`config.mk`:
```
export PLATFORM = sky130hd
export DESIGN_NAME = sw_wavefront_array
export DESIGN_NICKNAME = d
export VERILOG_FILES = /design/src/rtl/sw_wavefront_array.sv
export SDC_FILE = /design/constraint.sdc
export NUM_CORES = 2
export LEC_CHECK = 0
export CAP_MARGIN = 25
export CORE_MARGIN = 4
export CORE_UTILIZATION = 56
export CTS_CLUSTER_DIAMETER = 150
export DETAILED_ROUTE_END_ITERATION = 8
export PLACE_DENSITY = 0.89
export SLEW_MARGIN = 20
export SYNTH_ARGS = -nofsm -noshare
export SYNTH_HDL_FRONTEND = slang
export SYNTH_SLANG_ARGS = --single-unit
```
`constraint.sdc`:
```
create_clock -name clk -period 8.2 [get_ports clk]
set_input_delay 0.82 -clock clk [delete_from_list [all_inputs] [get_ports clk]]
set_output_delay 0.82 -clock clk [all_outputs]
set_load 0.03 [all_outputs]
```
`src/rtl/sw_wavefront_array.sv`:
```
// Linear systolic Smith-Waterman matrix-fill engine: one PE per query row, one anti-diagonal per advance.
// Optional best-score tracking is compiled in with `define SW_MAX_TRACK_EN.
module sw_wavefront_array #(
  parameter int NUM_PE       = 16,
  parameter int DB_LENGTH    = 16,
  parameter int LETTER_WIDTH = 2,
  parameter int SCORE_WIDTH  = 8,
  parameter int MATCH        = 2,
  parameter int MISMATCH     = 1,
  parameter int GAP          = 1,
  localparam int DIAG_W = $clog2(NUM_PE + DB_LENGTH),
  localparam int ROW_W  = (NUM_PE > 1) ? $clog2(NUM_PE) : 1,
  localparam int COL_W  = (DB_LENGTH > 1) ? $clog2(DB_LENGTH) : 1
) (
  input  logic                              clk,
  input  logic                              rst_n,
  input  logic                              start,
  input  logic [NUM_PE*LETTER_WIDTH-1:0]    query_seq,
  input  logic [DB_LENGTH*LETTER_WIDTH-1:0] database_seq,
  output logic                              busy,
  output logic                              done,
  output logic                              pkt_valid,
  input  logic                              pkt_ready,
  output logic [DIAG_W-1:0]                 pkt_diag,
  output logic [NUM_PE-1:0]                 pkt_mask,
  output logic [NUM_PE*SCORE_WIDTH-1:0]     pkt_scores,
  output logic [NUM_PE*2-1:0]               pkt_src,
  output logic [SCORE_WIDTH-1:0]            max_score,
  output logic [ROW_W-1:0]                  max_row,
  output logic [COL_W-1:0]                  max_col
);

  localparam int SW = SCORE_WIDTH;
  localparam int LW = LETTER_WIDTH;
  localparam logic [DIAG_W-1:0] LAST_D = DIAG_W'(NUM_PE + DB_LENGTH - 2);

  typedef enum logic [1:0] {IDLE, RUN, FLUSH} state_t;

  function automatic logic [SW-1:0] sat_add(input logic [SW-1:0] a, input int b);
    logic [SW:0] s;
    s = {1'b0, a} + (SW+1)'(b);
    return s[SW] ? '1 : s[SW-1:0];
  endfunction

  function automatic logic [SW-1:0] sub_floor(input logic [SW-1:0] a, input int b);
    if (int'(a) > b) return a - SW'(b);
    return '0;
  endfunction

  state_t state, state_nxt;
  logic   load, adv, fin;

  logic [NUM_PE*LW-1:0]         query_q;
  logic [DB_LENGTH*LW-1:0]      db_q;
  logic [DIAG_W-1:0]            diag_cnt;
  logic [NUM_PE-1:0][SW-1:0]    h_p1, h_p2, h_new;
  logic [NUM_PE-1:0][1:0]       src_p1, src_new;
  logic [NUM_PE-1:0]            mask_p1, mask_new;

  always_ff @(posedge clk or negedge rst_n) begin
    if (!rst_n) state <= IDLE;
    else        state <= state_nxt;
  end

  always_comb begin
    state_nxt = state;
    load      = 1'b0;
    adv       = 1'b0;
    fin       = 1'b0;
    case (state)
      IDLE: if (start) begin
        load      = 1'b1;
        state_nxt = RUN;
      end
      RUN: if (!pkt_valid || pkt_ready) begin
        adv = 1'b1;
        if (diag_cnt == LAST_D) state_nxt = FLUSH;
      end
      FLUSH: if (pkt_valid && pkt_ready) begin
        fin       = 1'b1;
        state_nxt = IDLE;
      end
      default: state_nxt = IDLE;
    endcase
  end

  // Stage p0: cell evaluation for diagonal diag_cnt from the p1/p2 wavefronts
  for (genvar i = 0; i < NUM_PE; i++) begin : g_pe
    logic [SW-1:0] top_in, diag_in, d_term, t_term, l_term, h_cell;
    logic [1:0]    s_cell;
    logic [LW-1:0] db_letter;
    logic          act;
    int            j;

    if (i == 0) begin : g_edge
      assign top_in  = '0;
      assign diag_in = '0;
    end else begin : g_inner
      assign top_in  = h_p1[i-1];
      assign diag_in = h_p2[i-1];
    end

    always_comb begin
      act       = (int'(diag_cnt) >= i) && (int'(diag_cnt) - i < DB_LENGTH);
      j         = act ? int'(diag_cnt) - i : 0;
      db_letter = db_q[j*LW +: LW];
      d_term    = (query_q[i*LW +: LW] == db_letter) ? sat_add(diag_in, MATCH)
                                                     : sub_floor(diag_in, MISMATCH);
      t_term    = sub_floor(top_in, GAP);
      l_term    = sub_floor(h_p1[i], GAP);
      h_cell    = d_term;
      if (t_term > h_cell) h_cell = t_term;
      if (l_term > h_cell) h_cell = l_term;
      if (h_cell == '0)         s_cell = 2'b00;
      else if (h_cell == d_term) s_cell = 2'b01;
      else if (h_cell == t_term) s_cell = 2'b10;
      else                       s_cell = 2'b11;
      if (!act) begin
        h_cell = '0;
        s_cell = 2'b00;
      end
    end

    assign h_new[i]    = h_cell;
    assign src_new[i]  = s_cell;
    assign mask_new[i] = act;
  end

  // Stage p1: registered packet; h_p1/h_p2 double as the d-1/d-2 wavefronts
  always_ff @(posedge clk or negedge rst_n) begin
    if (!rst_n) begin
      busy      <= 1'b0;
      done      <= 1'b0;
      pkt_valid <= 1'b0;
      pkt_diag  <= '0;
      diag_cnt  <= '0;
      query_q   <= '0;
      db_q      <= '0;
      h_p1      <= '0;
      h_p2      <= '0;
      src_p1    <= '0;
      mask_p1   <= '0;
    end else begin
      done <= fin;
      if (load) begin
        busy     <= 1'b1;
        query_q  <= query_seq;
        db_q     <= database_seq;
        diag_cnt <= '0;
        h_p1     <= '0;
        h_p2     <= '0;
        src_p1   <= '0;
        mask_p1  <= '0;
      end else if (adv) begin
        pkt_valid <= 1'b1;
        pkt_diag  <= diag_cnt;
        diag_cnt  <= diag_cnt + 1'b1;
        h_p2      <= h_p1;
        h_p1      <= h_new;
        src_p1    <= src_new;
        mask_p1   <= mask_new;
      end else if (fin) begin
        busy      <= 1'b0;
        pkt_valid <= 1'b0;
      end
    end
  end

  assign pkt_scores = h_p1;
  assign pkt_src    = src_p1;
  assign pkt_mask   = mask_p1;

`ifdef SW_MAX_TRACK_EN
  logic [SW-1:0]    best_score;
  logic [ROW_W-1:0] best_row;
  logic [COL_W-1:0] best_col;

  // Row-ascending strict compare keeps the earliest (lowest d, then row) on ties
  always_comb begin
    best_score = max_score;
    best_row   = max_row;
    best_col   = max_col;
    for (int i = 0; i < NUM_PE; i++) begin
      if (mask_new[i] && (h_new[i] > best_score)) begin
        best_score = h_new[i];
        best_row   = ROW_W'(i);
        best_col   = COL_W'(int'(diag_cnt) - i);
      end
    end
  end

  always_ff @(posedge clk or negedge rst_n) begin
    if (!rst_n) begin
      max_score <= '0;
      max_row   <= '0;
      max_col   <= '0;
    end else if (load) begin
      max_score <= '0;
      max_row   <= '0;
      max_col   <= '0;
    end else if (adv) begin
      max_score <= best_score;
      max_row   <= best_row;
      max_col   <= best_col;
    end
  end
`else
  assign max_score = '0;
  assign max_row   = '0;
  assign max_col   = '0;
`endif

endmodule

```
==> summary.txt <==
Clock tree
  • Root buf cell: clkbuf_16
  • CTS H-Tree Depth: 2
  • Clock transition at path regs: 0.06 ns
  • CTS Buffer Depth: 3
  • Clk sinks: about 380
  • CTS buffer count: 48
  • Clk_lat worst skew: ~0.61 ns
  • CTS tree: built

Global route
  • Antenna violations before repair: 11
  • Congestion Overflow GR: 0
  • Vias in the first global route: approximately 45000
  • First-pass GRT wire length: around 250000 um
  • Total track usage: 0.355
  • Largest net degree at the start of global routing: ~180

Floorplan
  • Area of the core: about 0.079 mm^2
  • Io pins: approximately 270
  • Die H: slightly below 300 um
  • Row count: roughly 100
  • Initial Util: 0.565
  • Die area: approximately 0.084 mm^2
  • Die width: approximately 290 um

Cells and area
  • Register area: around 0.0094 mm^2
  • Fill count: approximately 6400
  • Synthesis-to-finish area growth: 18.8%
  • Multi-input gate area: between 0.03 and 0.04 mm^2
  • Layout cells sized above 1: 0.154
  • Final-stage net count: between 6000 and 7000
  • Design Area, Final: between 0.05 and 0.06 mm^2

Critical path
  • R2r setup slk: 0.11 ns
  • CP endpoint kind: flop
  • CP max FO: 11
  • CP max stage cell: or4_4
  • Max incr delay on CP: 0.56 ns
  • Req. time, crit path: 8.67 ns
  • Reg2reg end: pkt_src[11]$_DFFE_PN0P_
  • CP Class: flop to flop
  • Critical R2R Launch: diag_cnt[2]$_DFFE_PN0P_
  • Cell mode on critical path: ha_1
  • WP data arrival: 8.56 ns
  • CP Launch Type: flop
  • Reg2Reg Depth: 36

STA
  • Rel. slew slack: 0.252
  • Fin crit share: 0.987
  • Final WS setup: 0.108 ns
  • Fmax: between 0.1 and 0.15 GHz
  • Minimum clock period after layout: approximately 8.1 ns
  • RSZ-0062 raised after global routing: true
  • Worst-margin pin slew: approximately 1.1 ns
  • Slew Limit Fails: 0
  • Fin Clk Skew: between 0.015 and 0.02 ns
  • Endpoints failing setup: 0
  • WHS: around 0.24 ns
  • Fin. Hold Viols: 0

Route
  • First-pass detailed-route iteration total: 8
  • Initial drt markers: ~5700
  • WL/cell: roughly 22 um
  • # DRC: 0
  • Via Count: just under 50000
  • Total Wirelength: ~160000 um
  • Detail Route Antenna Nets: 0
  • Vias per Instance: slightly below 7

Placed design
  • Placer Congestion: ~1.1
  • Post-Place Cell Area: between 0.05 and 0.06 mm^2
  • Dpl ws: 0.0215 ns
  • Final HPWL DP: between 100000 and 150000 um
  • Port buffer count: about 250

Synth
  • Mapped Area: 0.0446 mm^2
  • Number of flops mapped to enable cells by yosys: 0
  • Average cell area after synthesis: 7.96 um^2
  • Ys Warns: 0
  • Main synth FF type: dfrtp_1
  • Post-synthesis sequential area ratio: 0.210
  • Syn Inst Count: 5606
  • Distinct cells, synth: between 100 and 150
  • FFs w/ async S/R, synth: 1.00
  • Seq cells post-synth: roughly 380

Outcome
  • Outcome: finished, final reports clean

Worst hold path
  • Hold Crit Class: primary input to async pin

Flow run
  • Maxcap violations: 0
synth_stat cells (26+ instances only):
cell type | instances | area share
nand2_1 | 524 | 0.044
nor2_1 | 457 | 0.038
dfrtp_1 | 375 | 0.21
ha_1 | 358 | 0.10
o21ai_0 | 352 | 0.039
xnor2_1 | 329 | 0.065
inv_1 | 288 | 0.024
a21oi_1 | 278 | 0.031
clkbuf_1 | 217 | 0.018
nand3_1 | 189 | 0.021
a22o_1 | 171 | 0.034
mux2i_1 | 150 | 0.034
nor3_1 | 128 | 0.014
mux2_2 | 117 | 0.030
nor4_1 | 94 | 0.013
xor2_1 | 94 | 0.018
and3_1 | 80 | 0.011
nand2b_1 | 80 | 0.011
a21o_1 | 66 | 0.011
nand4_1 | 66 | 0.0093
nor2b_1 | 64 | 0.0090
a211oi_1 | 61 | 0.010
a31oi_1 | 59 | 0.0083
or2_2 | 48 | 0.0067
and2_1 | 42 | 0.0059
o21a_1 | 41 | 0.0069
o31ai_1 | 41 | 0.0069
buf_2 | 40 | 0.0045
mux4_2 | 40 | 0.020
o211ai_1 | 38 | 0.0064
or4_1 | 36 | 0.0061
o22ai_1 | 33 | 0.0046
buf_4 | 29 | 0.0049
or3_1 | 29 | 0.0041
a32o_1 | 26 | 0.0058
o21ai_1 | 26 | 0.0029
cell usage in the layout, fill, tap and decap left out, drive strengths merged, types with 41 or more instances in the layout:
master,netlist,routed
o31ai,45,45
and2,44,44
a31oi,60,60
clkbuf,217,74
dfrtp,375,375
xor2,94,94
ha,358,358
buf,86,433
a211oi,63,63
nand3,189,189
inv,291,292
a21oi,282,282
o21ai,381,381
nor2b,64,64
nor4,95,95
nand2,525,525
nand4,66,66
and3,80,80
xnor2,330,330
nor3,132,132
mux2i,153,153
mux2,120,120
o21a,41,41
nor2,458,458
nand2b,80,80
clkdlybuf4s50,0,250
or2,51,51
a21o,66,66
a22o,171,171
state kept, by name (all words and copies together) (netlist names):
register / count
g_pe.diag_in: 120
g_pe.top_in: 120
db_q: 32
pkt_src: 32
query_q: 32
pkt_mask: 16
pkt_scores: 8
diag_cnt: 5
pkt_diag: 5
state: 2
busy: 1
done: 1
pkt_valid: 1
stage by stage:
step / cells / util / TNS [ns]
4_1_cts: 7096 / 0.656 / 0
2_1_floorplan: 5621 / - / 0
5_1_grt: 7154 / 0.671 / -0.983
3_3_place_gp: 7010 / 0.637 / 0
3_5_place_dp: 7011 / 0.637 / 0
6_report: 7155 / 0.671 / 0
worst max path at each step:
stage | start | endpoint | cells past startpoint
floorplan | diag_cnt[2]$_DFFE_PN0P_ | pkt_src[20]$_DFFE_PN0P_ | 39
global placement | diag_cnt[0]$_DFFE_PN0P_ | pkt_src[11]$_DFFE_PN0P_ | 32
detailed placement | diag_cnt[0]$_DFFE_PN0P_ | pkt_src[11]$_DFFE_PN0P_ | 32
CTS | diag_cnt[2]$_DFFE_PN0P_ | pkt_src[5]$_DFFE_PN0P_ | 37
global route | diag_cnt[0]$_DFFE_PN0P_ | pkt_src[14]$_DFFE_PN0P_ | 35
finish | diag_cnt[2]$_DFFE_PN0P_ | pkt_src[11]$_DFFE_PN0P_ | 36
kinds of logic after synthesis:
kind of cell	Yosys count	synth area share
buffers and inverters	614	0.0571
adder cells (fa/ha/maj)	361	0.101
multiplexers	313	0.0851
AND/OR/NAND/NOR	1948	0.216
other	1	0.0000841
XOR/XNOR	424	0.0834
AO/OA/AOI/OAI	1570	0.247
flip-flops	375	0.210
cell type report:
class / count / share of cell area
well taps: 1050 / 0.0248
clock inverters: 18 / 0.00255
clock buffers: 67 / 0.0263
inverters: 311 / 0.0221
repair buffers: 690 / 0.113
multi-input cells: 4633 / 0.634
diodes: 11 / 0.000520
flip-flops and latches: 375 / 0.177
what timing repair did:
| item | in CTS | in global routing |
|---|---|---|
| pin swaps | 0 | 34 |
| setup endpoints to repair | 2 | 78 |
| gates cloned | 0 | 2 |
| setup buffers | 0 | 40 |
| gates resized for setup | 1 | 182 |
| hold buffers | 0 | 0 |
worst max-delay path, delay by kind of cell, from the launching register on:
family / cells / cell delay, ns
AO/OA/AOI/OAI: 17 / 3.30
adder cells (fa/ha/maj): 3 / 0.84
buffers and inverters: 5 / 0.75
multiplexers: 1 / 0.18
AND/OR/NAND/NOR: 10 / 2.40
flip-flops: 1 / 0.45
metal layers:
metal / part of all wire / track usage / vias up / wire length [um]
met1: 0.39 / 0.456 / 22700 / 62000
met4: 0.066 / 0.202 / 2 / 10600
met2: 0.44 / 0.558 / 3065 / 70900
met5: 0.00016 / 0.00227 / - / 25
li1: - / - / 21600 / -
met3: 0.11 / 0.0734 / 750 / 17400
Power is left out: the tool's default activity adds up to more than one toggle a clock period on the data nets, which glitch-free logic cannot reach.
